===== src/rtl/uart_tx_fifo.sv =====
`timescale 1ns/1ps
// Byte FIFO feeding the UART transmitter: single-strobe writes in, one byte per
// frame out through a registered TxEnable launch pulse, with sticky overflow.
module uart_tx_fifo #(
    parameter int DEPTH_LOG2 = 4
) (
    input  logic                  Clk,
    input  logic                  Reset,
    input  logic [7:0]            WrData,
    input  logic                  WrEnable,
    input  logic                  ClearOverflow,
    output logic                  Full,
    output logic                  Empty,
    output logic [DEPTH_LOG2:0]   Count,
    output logic                  Overflow,
    output logic [7:0]            TxDataOutput,
    output logic                  TxEnable,
    input  logic                  TxReady
);
    localparam logic [DEPTH_LOG2:0] DEPTH_CNT = {1'b1, {DEPTH_LOG2{1'b0}}};

    typedef enum logic [1:0] {IDLE, LAUNCH, BUSY, DONE} state_e;

    state_e                  state_q, state_d;
    logic [7:0]              mem_q [0:(1<<DEPTH_LOG2)-1];
    logic [DEPTH_LOG2-1:0]   wr_ptr_q, wr_ptr_d, rd_ptr_q, rd_ptr_d;
    logic [DEPTH_LOG2:0]     count_q, count_d;
    logic                    ovf_q, ovf_d;
    logic                    tx_en_q, tx_en_d;
    logic [7:0]              tx_data_q, tx_data_d;
    logic                    pop, accept, reject;

    // A pop frees a slot in the same cycle, so a full FIFO can still take a write.
    always_comb begin
        pop    = (state_q == IDLE) && (count_q != '0) && TxReady;
        accept = WrEnable && ((count_q != DEPTH_CNT) || pop);
        reject = WrEnable && !accept;
    end

    always_comb begin
        wr_ptr_d  = accept ? wr_ptr_q + DEPTH_LOG2'(1) : wr_ptr_q;
        rd_ptr_d  = pop    ? rd_ptr_q + DEPTH_LOG2'(1) : rd_ptr_q;
        tx_data_d = pop    ? mem_q[rd_ptr_q] : tx_data_q;
        count_d   = count_q;
        case ({accept, pop})
            2'b10:   count_d = count_q + (DEPTH_LOG2+1)'(1);
            2'b01:   count_d = count_q - (DEPTH_LOG2+1)'(1);
            default: count_d = count_q;
        endcase
        // A dropped write outranks a clear in the same cycle.
        ovf_d = reject ? 1'b1 : (ClearOverflow ? 1'b0 : ovf_q);
    end

    always_comb begin
        state_d = state_q;
        tx_en_d = 1'b0;
        case (state_q)
            IDLE: if (pop) begin
                state_d = LAUNCH;
                tx_en_d = 1'b1;
            end
            LAUNCH:  state_d = BUSY;
            BUSY:    if (!TxReady) state_d = DONE;
            DONE:    if (TxReady)  state_d = IDLE;
            default: state_d = IDLE;
        endcase
    end

    always_ff @(posedge Clk or negedge Reset) begin
        if (!Reset) begin
            state_q   <= IDLE;
            wr_ptr_q  <= '0;
            rd_ptr_q  <= '0;
            count_q   <= '0;
            ovf_q     <= 1'b0;
            tx_en_q   <= 1'b0;
            tx_data_q <= 8'h00;
        end else begin
            state_q   <= state_d;
            wr_ptr_q  <= wr_ptr_d;
            rd_ptr_q  <= rd_ptr_d;
            count_q   <= count_d;
            ovf_q     <= ovf_d;
            tx_en_q   <= tx_en_d;
            tx_data_q <= tx_data_d;
        end
    end

    // Storage is deliberately left out of reset.
    always_ff @(posedge Clk) begin
        if (accept) mem_q[wr_ptr_q] <= WrData;
    end

    assign Count        = count_q;
    assign Full         = (count_q == DEPTH_CNT);
    assign Empty        = (count_q == '0);
    assign Overflow     = ovf_q;
    assign TxEnable     = tx_en_q;
    assign TxDataOutput = tx_data_q;
endmodule


===== config.mk =====
export PLATFORM = sky130hd
export DESIGN_NAME = uart_tx_fifo
export DESIGN_NICKNAME = d
export VERILOG_FILES = /design/src/rtl/uart_tx_fifo.sv
export SDC_FILE = /design/constraint.sdc
export NUM_CORES = 1
export LEC_CHECK = 0
export CAP_MARGIN = 20
export CORE_AREA = 2 2 106 108
export DETAILED_ROUTE_END_ITERATION = 16
export DIE_AREA = 0 0 108 110
export GPL_TIMING_DRIVEN = 0
export HOLD_SLACK_MARGIN = 0.03
export PLACE_DENSITY = 0.78
export SETUP_SLACK_MARGIN = 0.05
export SYNTH_ARGS = -nofsm -noshare
export SYNTH_HDL_FRONTEND = slang
export SYNTH_SLANG_ARGS = --single-unit

===== constraint.sdc =====
create_clock -name Clk -period 4 [get_ports Clk]
set_clock_uncertainty 0.15 [all_clocks]
set_input_delay 0.8 -clock Clk [delete_from_list [all_inputs] [get_ports Clk]]
set_output_delay 0.8 -clock Clk [all_outputs]
set_load 0.02 [all_outputs]

==> flow_metrics.py, run 1 <==
metrics = {
    "yosys": {
        "synth_warnings": 0,
        "synth_edf_count": 128,
        "synthDominantCellAreaShare_pct": 61.5,
        "synthFlopType": "edfxtp_1",
        "synth-seq-cells": 153,
        "synth_common_cells": "edfxtp_1, mux4_2, dfrtp_1",
        "netlist_area_um2": 6250,
        "syn-num-nets": 358,
        "synth_area_per_cell_um2": 18.9,
        "yosys-top-cells-area": "edfxtp_1, dfrtp_1, mux4_2",
        "yosysMostFrequentCell": "edfxtp_1",
        "yosysSeqAreaShare_pct": 71.5,
        "synth_area_leader_cell": "edfxtp_1",
        "yosysUniqueCellTypes": 40,
        "async_flop_share_pct": 16.3,
        "synthCells": 331,
    },
    "floorplan": {
        "dieHeight_um": 110,
        "die_w_um": 108,
        "start_util_pct": 58.4,
        "coreArea_um2": 10700,
        "die_area_um2": 11900,
        "rows": 38,
        "io_pins": 30,
    },
    "placed_design": {
        "pre_cts_slack_ps": 203,
        "gp_congestion": 0.818,
        "port_buffers": 29,
        "hpwl_um": 7600,
    },
    "critical_path": {
        "ff2ff_path_depth": 12,
        "cp_num_cells": 12,
        "r2r_slack_ps": 750,
        "cp.buffers_inverters": 3,
        "critPathTopFamily": "simple AND/OR/NAND/NOR gates",
        "critPathRequiredTime_ps": 4260,
        "cp-start-kind": "input port",
        "critPathKind": "input port to flip-flop",
        "crit_arrival_ps": 3520,
        "cpPeakStageDelay_ps": 470,
        "path_cells": "clkdlybuf4s50_1 > and2_1 > o21a_2 > inv_2 > ha_1 > inv_1 > fa_1 > nor2b_1 > o21ai_0 > nand3_1 > or3b_1 > xnor2_1",
        "worstPathMaxFanout": 8,
        "slowest_stage": "clkdlybuf4s50_1",
        "worst_setup_path_end_kind": "flip-flop",
    },
    "clock_tree": {
        "cts.sinks": 153,
        "postCtsResizedCells": 0,
        "holdBufCountCts": 0,
        "cts_htree_levels": 4,
        "cts-root-buf": "clkbuf_8",
        "cts_buffers": 17,
        "clock_latency_ps": 530,
        "clk_pin_slew_ps": 60,
        "cts_setup_buffers": 0,
        "tritoncts": "done",
        "clockBufferDepth": 2,
    },
    "drt": {
        "via_per_inst": 5.82,
        "drc": 0,
        "first_pass_iters": 5,
        "wl_per_cell_um": 21.4,
        "dr_total_vias": 3126,
        "antenna_left": 0,
        "routed_wl_um": 11500,
        "drt_iter0_drc": 189,
    },
    "finish": {
        "fillers": 710,
        "multi_input_area_um2": 1640,
        "nets": 411,
        "syn_to_final_growth_pct": 17.0,
        "fin_util_pct": 68.4,
        "regArea_um2": 4470,
        "antenna_cells": 0,
        "drive_gt1_share_pct": 21.4,
    },
    "run_status": {
        "status": "completed",
    },
    "global_routing": {
        "grt.overflow.total": 0,
        "antenna_found_initial": 0,
        "grt_usage_pct": 21.7,
        "first_global_vias": 3272,
        "grt_pass1_wl_um": 17800,
        "grt_max_degree": 17,
    },
    "power_and_ir_drop": {
        "pwr_density_cell_nw_per_um2": 686,
        "leakagePower_nw": 2.56,
        "max-vdd-ir-drop_uv": 362,
    },
    "timing": {
        "drv_slew": 0,
        "fin_tns_setup_ps": 0,
        "tightest_slew_ps": 936,
        "min_period_ps": 3260,
        "setup_viol": 0,
        "rsz0062_at_grt": "false",
        "hold_violations": 0,
        "fmax_mhz": 307,
        "slew_headroom_pct": 37.3,
        "finalWorstSetupSlack_ps": 738,
        "min_period_over_period_pct": 81.5,
    },
    "worst_hold_path": {
        "whs_path_depth": 2,
        "hp-class": "flip-flop to flip-flop",
    },
    "run": {
        "maxCapViolations": 0,
    },
}
worst min-delay path, stage by stage, from the launching register on:
cell,delay [ps]
dfrtp_1,350
nand2_1,60
o221ai_1,60
report_power, final:
group	switching (mW)	leakage, nW	total, mW	internal, mW
Combinational	0.802	0.839	1.50	0.695
Clock	0.597	0.251	1.41	0.816
Sequential	0.126	1.47	2.11	1.98
Total	1.52	2.56	5.02	3.49
layout make-up:
type | instances | area share [%]
buffer | 15 | 1.35
clock buffer | 19 | 5.77
sequential | 153 | 61.1
timing repair buffer | 34 | 4.59
tap | 140 | 2.40
clock inverter | 13 | 1.45
inverter | 17 | 0.873
multi-input combinational | 146 | 22.5
routing by layer:
| metal | part of all wire, % | GRT usage (%) | wire [um] |
|---|---|---|---|
| met1 | 40 | 26.6 | 4630 |
| met2 | 52 | 36.5 | 5980 |
| met3 | 5.6 | 6.35 | 646 |
| met4 | 2.0 | 9.43 | 231 |
| met5 | 0 | 0 | 0 |
sequential cells by signal, indices dropped and copies added (netlist names):
| register | flops |
|---|---|
| mem_q | 128 |
| TxDataOutput | 8 |
| Count | 5 |
| rd_ptr_q | 4 |
| wr_ptr_q | 4 |
| state_q | 2 |
| Overflow | 1 |
| TxEnable | 1 |
placed cells by master (no fill, tap or decap), types with 3 or more instances in the layout:
cell type and instances:
a21oi_1 3, and2_1 9, buf_2 7, buf_4 4
buf_6 3, clkbuf_1 6, clkbuf_16 16, clkdlybuf4s50_1 29
clkinv_2 5, clkinvlp_4 4, dfrtp_1 25, edfxtp_1 128
ha_1 13, inv_1 15, mux2i_1 17, mux4_1 5
mux4_2 27, nand2_1 21, nor2_1 5, nor4_2 5
o21ai_0 5, o221ai_1 8, xnor2_1 7
stage by stage:
stage | instance area, um2 | cells | hold slack, ps | power (mW)
floorplan | 6250 | 331 | 354 | 3.14
global placement | 6720 | 500 | 326 | 3.56
detailed placement | 6790 | 505 | 341 | 3.64
CTS | 7310 | 537 | 359 | 5.06
global route | 7310 | 537 | 387 | 5.26
finish | 7310 | 537 | 360 | 5.02
path summary, 6_finish.rpt:
kind,start,to
worst max-delay path,TxReady,Count[4]$_DFFE_PN0P_
worst min-delay path,TxDataOutput[7]$_DFFE_PN0P_,TxDataOutput[7]$_DFFE_PN0P_
worst max register to register,Count[1]$_DFFE_PN0P_,Count[4]$_DFFE_PN0P_
worst min register to register,TxDataOutput[7]$_DFFE_PN0P_,TxDataOutput[7]$_DFFE_PN0P_
max in group asynchronous,Reset,wr_ptr_q[0]$_DFFE_PN0P_
min in group asynchronous,Reset,TxEnable$_DFF_PN0_
cell families (layout without fill, tap and decap cells):
family                     Yosys count  in the layout  share of synthesized area, %
AOI/OAI and AO/OA                   20             20                          2.32
adders and majority gates           14             14                          2.92
muxes                               50             50                          14.7
xor gates and xnor gates             9              9                          1.26
and+or+nand+nor                     53             53                          4.64
DFF                                153            153                          71.5
buffers and inverters               32             98                          2.60
Note: power is estimated with default switching activity, not from simulation.
==> run 2, diff against run 1 <==
--- a/config.mk
+++ b/config.mk
@@ -6,12 +6,12 @@
 export NUM_CORES = 1
 export LEC_CHECK = 0
 export CAP_MARGIN = 20
-export CORE_AREA = 2 2 106 108
+export CORE_AREA = 2 2 111 113
 export DETAILED_ROUTE_END_ITERATION = 16
-export DIE_AREA = 0 0 108 110
+export DIE_AREA = 0 0 113 115
 export GPL_TIMING_DRIVEN = 0
 export HOLD_SLACK_MARGIN = 0.03
-export PLACE_DENSITY = 0.78
+export PLACE_DENSITY = 0.74
 export SETUP_SLACK_MARGIN = 0.05
 export SYNTH_ARGS = -nofsm -noshare
 export SYNTH_HDL_FRONTEND = slang
==> constraint.sdc (replaced) <==
create_clock -name Clk -period 3 [get_ports Clk]
set_clock_uncertainty 0.15 [all_clocks]
set_input_delay 0.6 -clock Clk [delete_from_list [all_inputs] [get_ports Clk]]
set_output_delay 0.6 -clock Clk [all_outputs]
set_load 0.02 [all_outputs]
==> flow_metrics.py, run 2 (synthesized netlist as in run 1, its figures left out) <==
metrics = {
    "placed_design": {
        "hpwl_um": 7640,
        "pre_cts_slack_ps": -594,
        "gp_congestion": 0.819,
        "port_buffers": 29,
    },
    "critical_path": {
        "cpPeakStageDelay_ps": 430,
        "path_cells": "nor4_4 > nand2_2 > o21a_4 > inv_8 > ha_4 > inv_4 > fa_2 > nor2b_1 > o21ai_1 > nand3_1 > or3b_1 > xnor2_1",
        "rr_startpoint": "Count[1]$_DFFE_PN0P_",
        "r2r_end": "Count[4]$_DFFE_PN0P_",
        "worst_setup_path_end_kind": "flip-flop",
        "critPathTopFamily": "simple AND/OR/NAND/NOR gates",
        "ff2ff_path_depth": 12,
        "cp.buffers_inverters": 2,
        "slowest_stage": "dfrtp_2",
        "crit_arrival_ps": 2960,
        "worstPathMaxFanout": 4,
        "r2r_slack_ps": 200,
        "critPathKind": "flip-flop to flip-flop",
        "cp-start-kind": "flip-flop",
        "critPathRequiredTime_ps": 3160,
    },
    "global_routing": {
        "grt_pass1_wl_um": 18500,
        "grt.overflow.total": 0,
        "grt_usage_pct": 20.3,
        "grt_max_degree": 21,
        "first_global_vias": 3336,
        "antenna_found_initial": 0,
    },
    "timing": {
        "finalWorstSetupSlack_ps": 197,
        "rsz0062_at_grt": "true",
        "fmax_mhz": 357,
        "min_period_ps": 2800,
        "slew_headroom_pct": 38.5,
        "hold_violations": 0,
        "setup_viol": 0,
        "tightest_slew_ps": 919,
        "drv_slew": 0,
        "min_period_over_period_pct": 93.4,
    },
    "floorplan": {
        "io_pins": 30,
        "rows": 40,
        "coreArea_um2": 11800,
        "start_util_pct": 52.9,
        "dieHeight_um": 115,
        "die_w_um": 113,
        "die_area_um2": 13000,
    },
    "finish": {
        "drive_gt1_share_pct": 24.9,
        "nets": 417,
        "fillers": 848,
        "largest-register": "mem_q",
        "layout_commonest_cell": "edfxtp_1",
        "multi_input_area_um2": 1700,
        "fin_util_pct": 63.3,
        "largest_register_ffs": 128,
        "regArea_um2": 4470,
        "layout_common_cells": "edfxtp_1, clkdlybuf4s50_1, mux4_2, dfrtp_1, nand2_1",
        "antenna_cells": 0,
        "syn_to_final_growth_pct": 19.6,
    },
    "drt": {
        "drc": 3,
        "dr_total_vias": 3171,
        "via_per_inst": 5.79,
        "routed_wl_um": 11900,
        "drt_iter0_drc": 174,
        "antenna_left": 0,
        "first_pass_iters": 10,
        "wl_per_cell_um": 21.6,
    },
    "run_status": {
        "status": "finished, violations left",
        "violations": "DRC",
    },
    "worst_hold_path": {
        "hp-class": "input port to async pin",
    },
    "clock_tree": {
        "cts-root-buf": "clkbuf_16",
        "clk_pin_slew_ps": 60,
        "cts_buffers": 17,
        "clockBufferDepth": 2,
        "clock_latency_ps": 430,
        "tritoncts": "done",
        "cts_htree_levels": 4,
        "cts.sinks": 153,
    },
    "power_and_ir_drop": {
        "pwr_density_cell_nw_per_um2": 929,
        "max-vdd-ir-drop_uv": 536,
        "leakagePower_nw": 2.61,
    },
    "run": {
        "maxCapViolations": 0,
    },
}
[run 2: final cells by class]
class                      count  share of cell area [%]
sequential                   153                    59.8
multi-input combinational    146                    22.7
clock buffer                  17                    5.69
timing repair buffer          40                    5.25
tap                          147                    2.46
clock inverter                13                    1.76
buffer                        15                    1.32
inverter                      17                   0.987
[run 2: stage by stage]
step / hold slack [ps] / std cells / total power, mW / instance area, um2 / setup TNS (ps)
after global placement: 327 / 507 / 4.78 / 6730 / -32150
after floorplan: 154 / 331 / 4.20 / 6260 / 0
after detailed placement: 332 / 512 / 4.88 / 6820 / -9400
final: 321 / 548 / 6.94 / 7480 / 0
after global routing: 322 / 548 / 7.29 / 7480 / 0
after CTS: 311 / 543 / 6.93 / 7410 / 0
[run 2: worst register-to-register path: stages (launching register included)]
cell and delay, ps:
dfrtp_2 430, nor4_4 330, nand2_2 110, o21a_4 250, inv_8 70, ha_4 160
inv_4 40, fa_2 360, nor2b_1 130, o21ai_1 90, nand3_1 70, or3b_1 360
xnor2_1 130
[run 2: worst max path at each step]
stage | start | endpoint | slack (ps) | depth (start not counted)
2_1_floorplan | Count[3]$_DFFE_PN0P_ | Count[4]$_DFFE_PN0P_ | 100 | 12
3_3_place_gp | TxReady | mem_q[3][1]$_DFFE_PP_ | -900 | 5
3_5_place_dp | TxReady | Count[4]$_DFFE_PN0P_ | -590 | 12
4_1_cts | Count[3]$_DFFE_PN0P_ | Count[4]$_DFFE_PN0P_ | 80 | 12
5_1_grt | Count[1]$_DFFE_PN0P_ | Count[4]$_DFFE_PN0P_ | 30 | 12
6_report | Count[1]$_DFFE_PN0P_ | Count[4]$_DFFE_PN0P_ | 200 | 12
[run 2: power breakdown]
group | internal [mW] | leakage [nW] | switching [mW]
sequential | 2.65 | 1.46 | 0.165
combinational | 0.993 | 0.879 | 1.12
clock | 1.21 | 0.266 | 0.815
total | 4.84 | 2.61 | 2.10
[run 2: routing by layer]
layer	global-route usage, %	routed length (um)	up-vias
met4	9.43	264	0
met2	33.0	6030	107
met3	5.80	726	23
met5	0	0	-
met1	25.8	4830	1626
li1	-	-	1415
[run 2: repair_timing]
item                                    4_1_cts  5_1_grt
gates cloned                                  0        0
buffers inserted                              1        5
hold buffers                                  0        0
pin swaps                                     2        7
endpoints found under the setup margin        1        1
resized for setup                             7        7
